### src/rtl/number_edit_ctrl.sv
// number_edit_ctrl: front-panel nibble editor for the 16-bit display value.
// Debounced buttons queue edits that share one round-robin 4-bit add/sub stage.
module number_edit_ctrl #(
    parameter int unsigned DB_CNT   = 1_000_000,
    parameter logic [15:0] INIT_NUM = 16'hABCD
) (
    input  logic        clk,
    input  logic        rst,
    input  logic [3:0]  btn,
    input  logic [3:0]  sw,
    output logic [15:0] num,
    output logic        busy,
    output logic [1:0]  sel,
    output logic        upd
);

    localparam int unsigned CW =
        (DB_CNT > 1) ? $clog2(DB_CNT) : 1;
    localparam logic [CW-1:0] CNT_MAX =
        CW'(DB_CNT - 1);

    typedef enum logic [1:0] {
        IDLE,
        READ,
        WRITE
    } state_t;

    logic [3:0]    btn_s1_q, btn_s1_d;
    logic [3:0]    btn_s2_q, btn_s2_d;
    logic [3:0]    sw_s1_q, sw_s1_d;
    logic [3:0]    sw_s2_q, sw_s2_d;

    logic [3:0]    stable_q, stable_d;
    logic [CW-1:0] cnt_q [4];
    logic [CW-1:0] cnt_d [4];
    logic [3:0]    rise;

    logic [3:0]    pending_q, pending_d;
    logic [3:0]    clr;

    logic [1:0]    ptr_q, ptr_d;
    logic          win_vld;
    logic [1:0]    win_idx;

    state_t        state_q, state_d;
    logic [1:0]    sel_q, sel_d;
    logic [3:0]    opa_q, opa_d;
    logic          dir_q, dir_d;
    logic [15:0]   num_q, num_d;
    logic          upd_q, upd_d;
    logic [3:0]    res;

    // Two-stage synchronisers for the raw buttons and switches.
    always_comb begin
        btn_s1_d = btn;
        btn_s2_d = btn_s1_q;
        sw_s1_d  = sw;
        sw_s2_d  = sw_s1_q;
    end

    // Debounce: adopt a new level only after it held for DB_CNT cycles.
    always_comb begin
        stable_d = stable_q;
        rise     = 4'b0000;
        for (int i = 0; i < 4; i++) begin
            cnt_d[i] = cnt_q[i];
            if (btn_s2_q[i] == stable_q[i]) begin
                cnt_d[i] = '0;
            end else if (cnt_q[i] == CNT_MAX) begin
                stable_d[i] = btn_s2_q[i];
                cnt_d[i]    = '0;
                rise[i]     = btn_s2_q[i];
            end else begin
                cnt_d[i] = cnt_q[i] + 1'b1;
            end
        end
    end

    // Round-robin winner: first pending index at or above ptr, mod 4.
    always_comb begin
        logic [1:0] idx;
        win_vld = 1'b0;
        win_idx = 2'd0;
        idx     = 2'd0;
        for (int k = 0; k < 4; k++) begin
            idx = ptr_q + 2'(k);
            if (!win_vld && pending_q[idx]) begin
                win_vld = 1'b1;
                win_idx = idx;
            end
        end
    end

    // Shared nibble add/subtract stage, modulo 16.
    always_comb begin
        if (dir_q) begin
            res = opa_q - 4'd1;
        end else begin
            res = opa_q + 4'd1;
        end
    end

    // Edit FSM: grant in IDLE, fetch operand in READ, commit in WRITE.
    always_comb begin
        state_d = state_q;
        sel_d   = sel_q;
        ptr_d   = ptr_q;
        opa_d   = opa_q;
        dir_d   = dir_q;
        num_d   = num_q;
        upd_d   = 1'b0;
        clr     = 4'b0000;
        unique case (state_q)
            IDLE: begin
                if (win_vld) begin
                    clr[win_idx] = 1'b1;
                    sel_d        = win_idx;
                    ptr_d        = win_idx + 2'd1;
                    state_d      = READ;
                end
            end
            READ: begin
                unique case (sel_q)
                    2'd0: opa_d = num_q[3:0];
                    2'd1: opa_d = num_q[7:4];
                    2'd2: opa_d = num_q[11:8];
                    2'd3: opa_d = num_q[15:12];
                endcase
                dir_d   = sw_s2_q[sel_q];
                state_d = WRITE;
            end
            WRITE: begin
                unique case (sel_q)
                    2'd0: num_d[3:0]   = res;
                    2'd1: num_d[7:4]   = res;
                    2'd2: num_d[11:8]  = res;
                    2'd3: num_d[15:12] = res;
                endcase
                upd_d   = 1'b1;
                state_d = IDLE;
            end
            default: begin
                state_d = IDLE;
            end
        endcase
    end

    // Request queue: a new press wins over a same-cycle grant clear.
    always_comb begin
        pending_d = (pending_q & ~clr) | rise;
    end

    // State and datapath registers.
    always_ff @(posedge clk or posedge rst) begin
        if (rst) begin
            btn_s1_q  <= 4'b0000;
            btn_s2_q  <= 4'b0000;
            sw_s1_q   <= 4'b0000;
            sw_s2_q   <= 4'b0000;
            stable_q  <= 4'b0000;
            for (int i = 0; i < 4; i++) begin
                cnt_q[i] <= '0;
            end
            pending_q <= 4'b0000;
            ptr_q     <= 2'd0;
            state_q   <= IDLE;
            sel_q     <= 2'd0;
            opa_q     <= 4'd0;
            dir_q     <= 1'b0;
            num_q     <= INIT_NUM;
            upd_q     <= 1'b0;
        end else begin
            btn_s1_q  <= btn_s1_d;
            btn_s2_q  <= btn_s2_d;
            sw_s1_q   <= sw_s1_d;
            sw_s2_q   <= sw_s2_d;
            stable_q  <= stable_d;
            for (int i = 0; i < 4; i++) begin
                cnt_q[i] <= cnt_d[i];
            end
            pending_q <= pending_d;
            ptr_q     <= ptr_d;
            state_q   <= state_d;
            sel_q     <= sel_d;
            opa_q     <= opa_d;
            dir_q     <= dir_d;
            num_q     <= num_d;
            upd_q     <= upd_d;
        end
    end

    assign num  = num_q;
    assign sel  = sel_q;
    assign upd  = upd_q;
    assign busy = (state_q != IDLE);

endmodule

### config.mk
export PLATFORM = sky130hd
export DESIGN_NAME = number_edit_ctrl
export DESIGN_NICKNAME = d
export VERILOG_FILES = /design/src/rtl/number_edit_ctrl.sv
export SDC_FILE = /design/constraint.sdc
export NUM_CORES = 1
export LEC_CHECK = 0
export ABC_AREA = 1
export CAP_MARGIN = 20
export CORE_UTILIZATION = 55
export CTS_CLUSTER_DIAMETER = 120
export DETAILED_ROUTE_END_ITERATION = 16
export GPL_TIMING_DRIVEN = 0
export HOLD_SLACK_MARGIN = 0.08
export PLACE_DENSITY = 0.74
export SLEW_MARGIN = 25
export SYNTH_ARGS = -nofsm -noshare
export SYNTH_HDL_FRONTEND = slang
export SYNTH_SLANG_ARGS = --single-unit
### constraint.sdc
create_clock -name clk -period 5 [get_ports clk]
set_input_delay 1 -clock clk [delete_from_list [all_inputs] [get_ports clk]]
set_output_delay 1 -clock clk [all_outputs]
set_load 0.02 [all_outputs]
---- After elaboration in Yosys (flattened, before gate mapping) ----
Index checks and enable logic that the tools add are counted.
word-level totals
  register bits after elaboration ......... 132
  output and inout port bits .............. 20
  logic and storage cells ................. 123
cells by class
  $lt $le $gt $ge ......................... 7
  add/sub/neg operators ................... 10
  bitwise operators ....................... 7
  reduce and logical (&&, ||, !) cells .... 19
  muxes and demuxes ....................... 43
  equal/unequal tests ..................... 14
operator list
  kind                     number
  $mux W20                 8
  $add A20 B1 Y20 const B  4
  $eq A20 B20 Y1 const B   4
  $mux W1                  19
  $lt A2 B3 Y1 const B     6
  $reduce_and A2 Y1        9
  $pmux W4 S4              1
  $mux W4                  3
  $bmux W1 S2              5
  $mux W2                  5
  $eq A2 B2 Y1 const B     3
  $add A2 B1 Y2 const B    2
  $add A2 B2 Y2 const B    2
  $add A4 B1 Y4 const B    1
  $and A4 B4 Y4            1
  $eq A1 B1 Y1             4
  $eq A2 B1 Y1 const B     2
  $logic_and A1 B1 Y1      4
  $logic_not A2 Y1         2
  $not A1 Y1               4
  $not A4 Y4               1
  $or A4 B4 Y4             1
  $pmux W2 S2              1
  $sub A4 B1 Y4 const B    1
  5 further kinds          7

---- Depth between registers and ports, before layout ----
  depth after elaboration ................. 21
  gate-level depth with buffers ........... 15
  gate-level depth less buffers ........... 14

---- Least setup slack after synthesis ----
OpenSTA, ideal clock, no wires.
  kind .................................... register -> output
  from .................................... register state_q[0]
  to ...................................... output busy
  slack ................................... 3.288 ns
  arrival time ............................ 0.712 ns
  stages on the path, launching flop included .. 3
  cells stage by stage .................... dfrtp_1 > nor2_1 > inv_1
between the ends
  word-level cells in the longest chain between the ends .. 1
RTL lines
  item                    line  RTL
  from (decl)             45    state_t state_q, state_d;
  from (signal assigned)  183   state_q <= state_d;
  $reduce_bool A2 Y1      195   assign busy = (state_q != IDLE);
  to (decl)               12    output logic busy,
No other way between the ends.

---- Worst setup path in the final report ----
Ends and elaborated chain as after synthesis.

==> impl_metrics.py <==
metrics = {
    "sta": {
        "whs_ns": 0.3505,
        "hold_viol_final": 0,
        "slew_headroom": 0.3889,
        "finalSetupViolations": 0,
        "tightest_slew_ns": 0.9101,
        "skew_ns": 0.006984,
        "report.final.slew_viol_count": 0,
        "fin_ws_ns": 2.363,
        "fmax_mhz": 379.2,
        "fin_crit_ns": 2.637,
        "rsz0062_at_grt": "false",
        "period_share": 0.5275,
        "setup_tns_ns": 0,
    },
    "drt": {
        "remaining_drc_errors": 2,
        "drt-pass1-iter-count": 12,
        "ant_nets": 0,
        "via_per_inst": 5.329,
        "vias": 5377,
        "wl_per_cell_um": 12.85,
        "wl_mm": 12.96,
        "drtIter0Drc": 479,
    },
    "global_route": {
        "grt_pass1_wl_mm": 22.89,
        "grt_usage": 0.2305,
        "grt_pass1_vias": 5125,
        "antenna_found_initial": 0,
        "grt_max_degree": 105,
        "grt_overflow_total": 0,
    },
    "clocking": {
        "cts.path.max_buffers": 2,
        "cts.clk_slew.worst_paths_ns": 0.05,
        "cts_root_buf": "clkbuf_16",
        "cts_buffers": 17,
        "ctsResizeCount": 0,
        "cts_tree": "yes",
        "clock_latency_ns": 0.42,
        "cts_setup_buffers": 0,
        "htree_num_levels": 4,
        "cts_sinks": 132,
        "ctsHoldBuffers": 0,
    },
    "yosys": {
        "synth-seq-area-share": 0.4999,
        "synth_area_sq_um": 6633,
        "yosys.area.top_type": "dfrtp_1",
        "synth-async-reset-ratio": 1.000,
        "postSynthAreaPerCell_sq_um": 8.229,
        "ys_top_cells_by_count": "161 x nand2_1, 136 x nor2_1, 122 x dfrtp_1",
        "yosys_register_bits": 132,
        "syn-num-nets": 827,
        "synthTopCellsByArea": "dfrtp_1 46%, nand2_1 9.1%, nor2_1 7.7%",
        "synth_warnings": 0,
        "synth_top_area_frac": 0.4603,
        "synth.most_common_cell": "nand2_1",
        "synth_cells": 806,
        "synth_ff_type": "dfrtp_1",
        "synth_edf_count": 0,
        "ys_types": 40,
    },
    "floorplanning": {
        "start_util": 0.5735,
        "rows": 39,
        "die_w_um": 111.8,
        "fp.dieArea_sq_um": 12500,
        "io_pins": 30,
        "core-area_sq_um": 11560,
        "fp.dieH_um": 111.8,
    },
    "pwr": {
        "p_int_mw": 1.906,
        "power_frac_seq": 0.462,
        "clkPwrFrac": 0.512,
        "comb_power_share": 0.026,
        "powerDensity_nw_per_um2": 307.0,
        "leakage_nw": 3.490,
        "power_switching_mw": 0.4619,
        "swShare": 0.1951,
        "peakVddDrop_uv": 284.3,
    },
    "place": {
        "dp_hpwl_mm": 9.170,
        "post-place-cells": 979,
        "dp_slack_ns": 2.792,
        "place_area_sq_um": 7137,
        "io_buffers": 29,
        "place_congestion": 0.8729,
    },
    "critical_path": {
        "path_cells": "nor2_1 -> inv_1 -> clkdlybuf4s50_1",
        "path_buf_inv": 2,
        "crit_path_top_delay_cell": "clkdlybuf4s50_1",
        "crit_path_start_kind": "flip-flop",
        "r2r-start": "ptr_q[0]",
        "timing.critical_path.fanout_max": 3,
        "worst_setup_path_end_kind": "primary output",
        "cp.required_ns": 4.00,
        "crit_start": "state_q[0]",
        "criticalPathCategory": "flip-flop to primary output",
        "slowest_delay_ns": 0.54,
        "cp_top_family": "buffers and inverters",
        "cp.arrival_ns": 1.64,
    },
    "layout": {
        "nets": 876,
        "final_cell_area_sq_um": 7712,
        "drive_gt1_frac": 0.08314,
        "final_cells": 1009,
        "antennaDiodeCount": 0,
        "n_fill_cell": 930,
        "area_growth_pct": 16.28,
    },
    "worst_hold_path": {
        "hp-start": "btn_s1_q[2]",
        "hp-class": "flip-flop to flip-flop",
    },
    "run": {
        "cap_violations": 0,
    },
    "status": {
        "failed_checks": "design-rule violations",
        "status": "complete, but fails checks",
    },
}
worst register-to-register path: stages, from the launching register on:
cell     delay, ns
dfrtp_1       0.37
buf_6         0.14
inv_6         0.07
nand2_1       0.07
nand3_1       0.11
nand2_2       0.09
nor2_4        0.14
nand3_1       0.08
nand3_1       0.10
nand2_1       0.13
inv_1         0.11
ha_1          0.14
inv_1         0.03
o21ai_0       0.18
nand2_1       0.07
kinds of logic (layout without fill, tap and decap cells):
family                   after synthesis  in the layout  synth area share
AND/OR/NAND/NOR                      438            438            0.3001
flip-flops                           132            132            0.4999
buffers and inverters                121            181           0.07093
AO/OA/AOI/OAI                         66             66           0.05659
XOR/XNOR                              37             37           0.04886
adder cells (fa/ha/maj)               11             11           0.02188
multiplexers                           1              1          0.001698
registers in the layout, summed over array words and instances, names as in the netlist:
register   cells
num           16
opa_q          4
state_q        2
dir_q          1
cnt_q         80
btn_s2_q       4
pending_q      4
sw_s1_q        4
ptr_q          2
stable_q       4
upd            1
btn_s1_q       4
sel            2
sw_s2_q        4
metrics by stage:
step / utilization / power (mW)
floorplan: - / 1.150
global placement: 0.6141 / 1.170
detailed placement: 0.6171 / 1.175
CTS: 0.6669 / 2.393
global route: 0.6669 / 2.457
finish: 0.6669 / 2.367
final timing paths:
path,to,slack (ns),cells past startpoint
max in group asynchronous,num[6],3.31,3
min reg2reg,btn_s2_q[2],0.35,0
min,btn_s2_q[2],0.35,0
min in group asynchronous,btn_s1_q[1],0.92,2
max,busy,2.36,3
max reg2reg,pending_q[2],3.06,14
layout by cell type (no fill, tap or decap), drive strengths merged, types with 3 or more instances in the layout:
cell / n
nand3b: 3
xnor2: 13
nand2: 174
clkdlybuf4s50: 29
ha: 10
nand3: 48
nor3: 28
dfrtp: 122
clkbuf: 27
bufinv: 3
a211oi: 3
dfstp: 10
o21ai: 31
nand4: 24
buf: 3
a21oi: 19
nor4: 8
nor2: 145
inv: 117
xor2: 24
nor3b: 7
a31oi: 3
per-layer routing:
| metal | share of wire | track usage |
|---|---|---|
| met1 | 0.45 | 0.2874 |
| met2 | 0.49 | 0.3801 |
| met3 | 0.042 | 0.06260 |
| met4 | 0.018 | 0.09459 |
| met5 | 0 | 0 |
power by group through the flow:
stage | clock (mW) | combinational (mW) | sequential, mW
finish | 1.21 | 0.0621 | 1.09
global route | 1.29 | 0.0737 | 1.09
CTS | 1.23 | 0.0647 | 1.09
detailed placement | 0 | 0.0643 | 1.11
global placement | 0 | 0.0595 | 1.11
floorplan | 0 | 0.0413 | 1.11
final cells by class:
cell class                      count  area, sq um  area share
Timing Repair Buffer               30        317.8     0.04121
Clock inverter                      5        100.1     0.01298
Buffer                              4        23.77    0.003082
Tap cell                          143        178.9     0.02320
Inverter                          117        454.2     0.05889
Clock buffer                       25        475.5     0.06165
Sequential cell                   132         3316      0.4299
Multi-Input combinational cell    553         2846      0.3691
(Power assumes the default switching activity.)
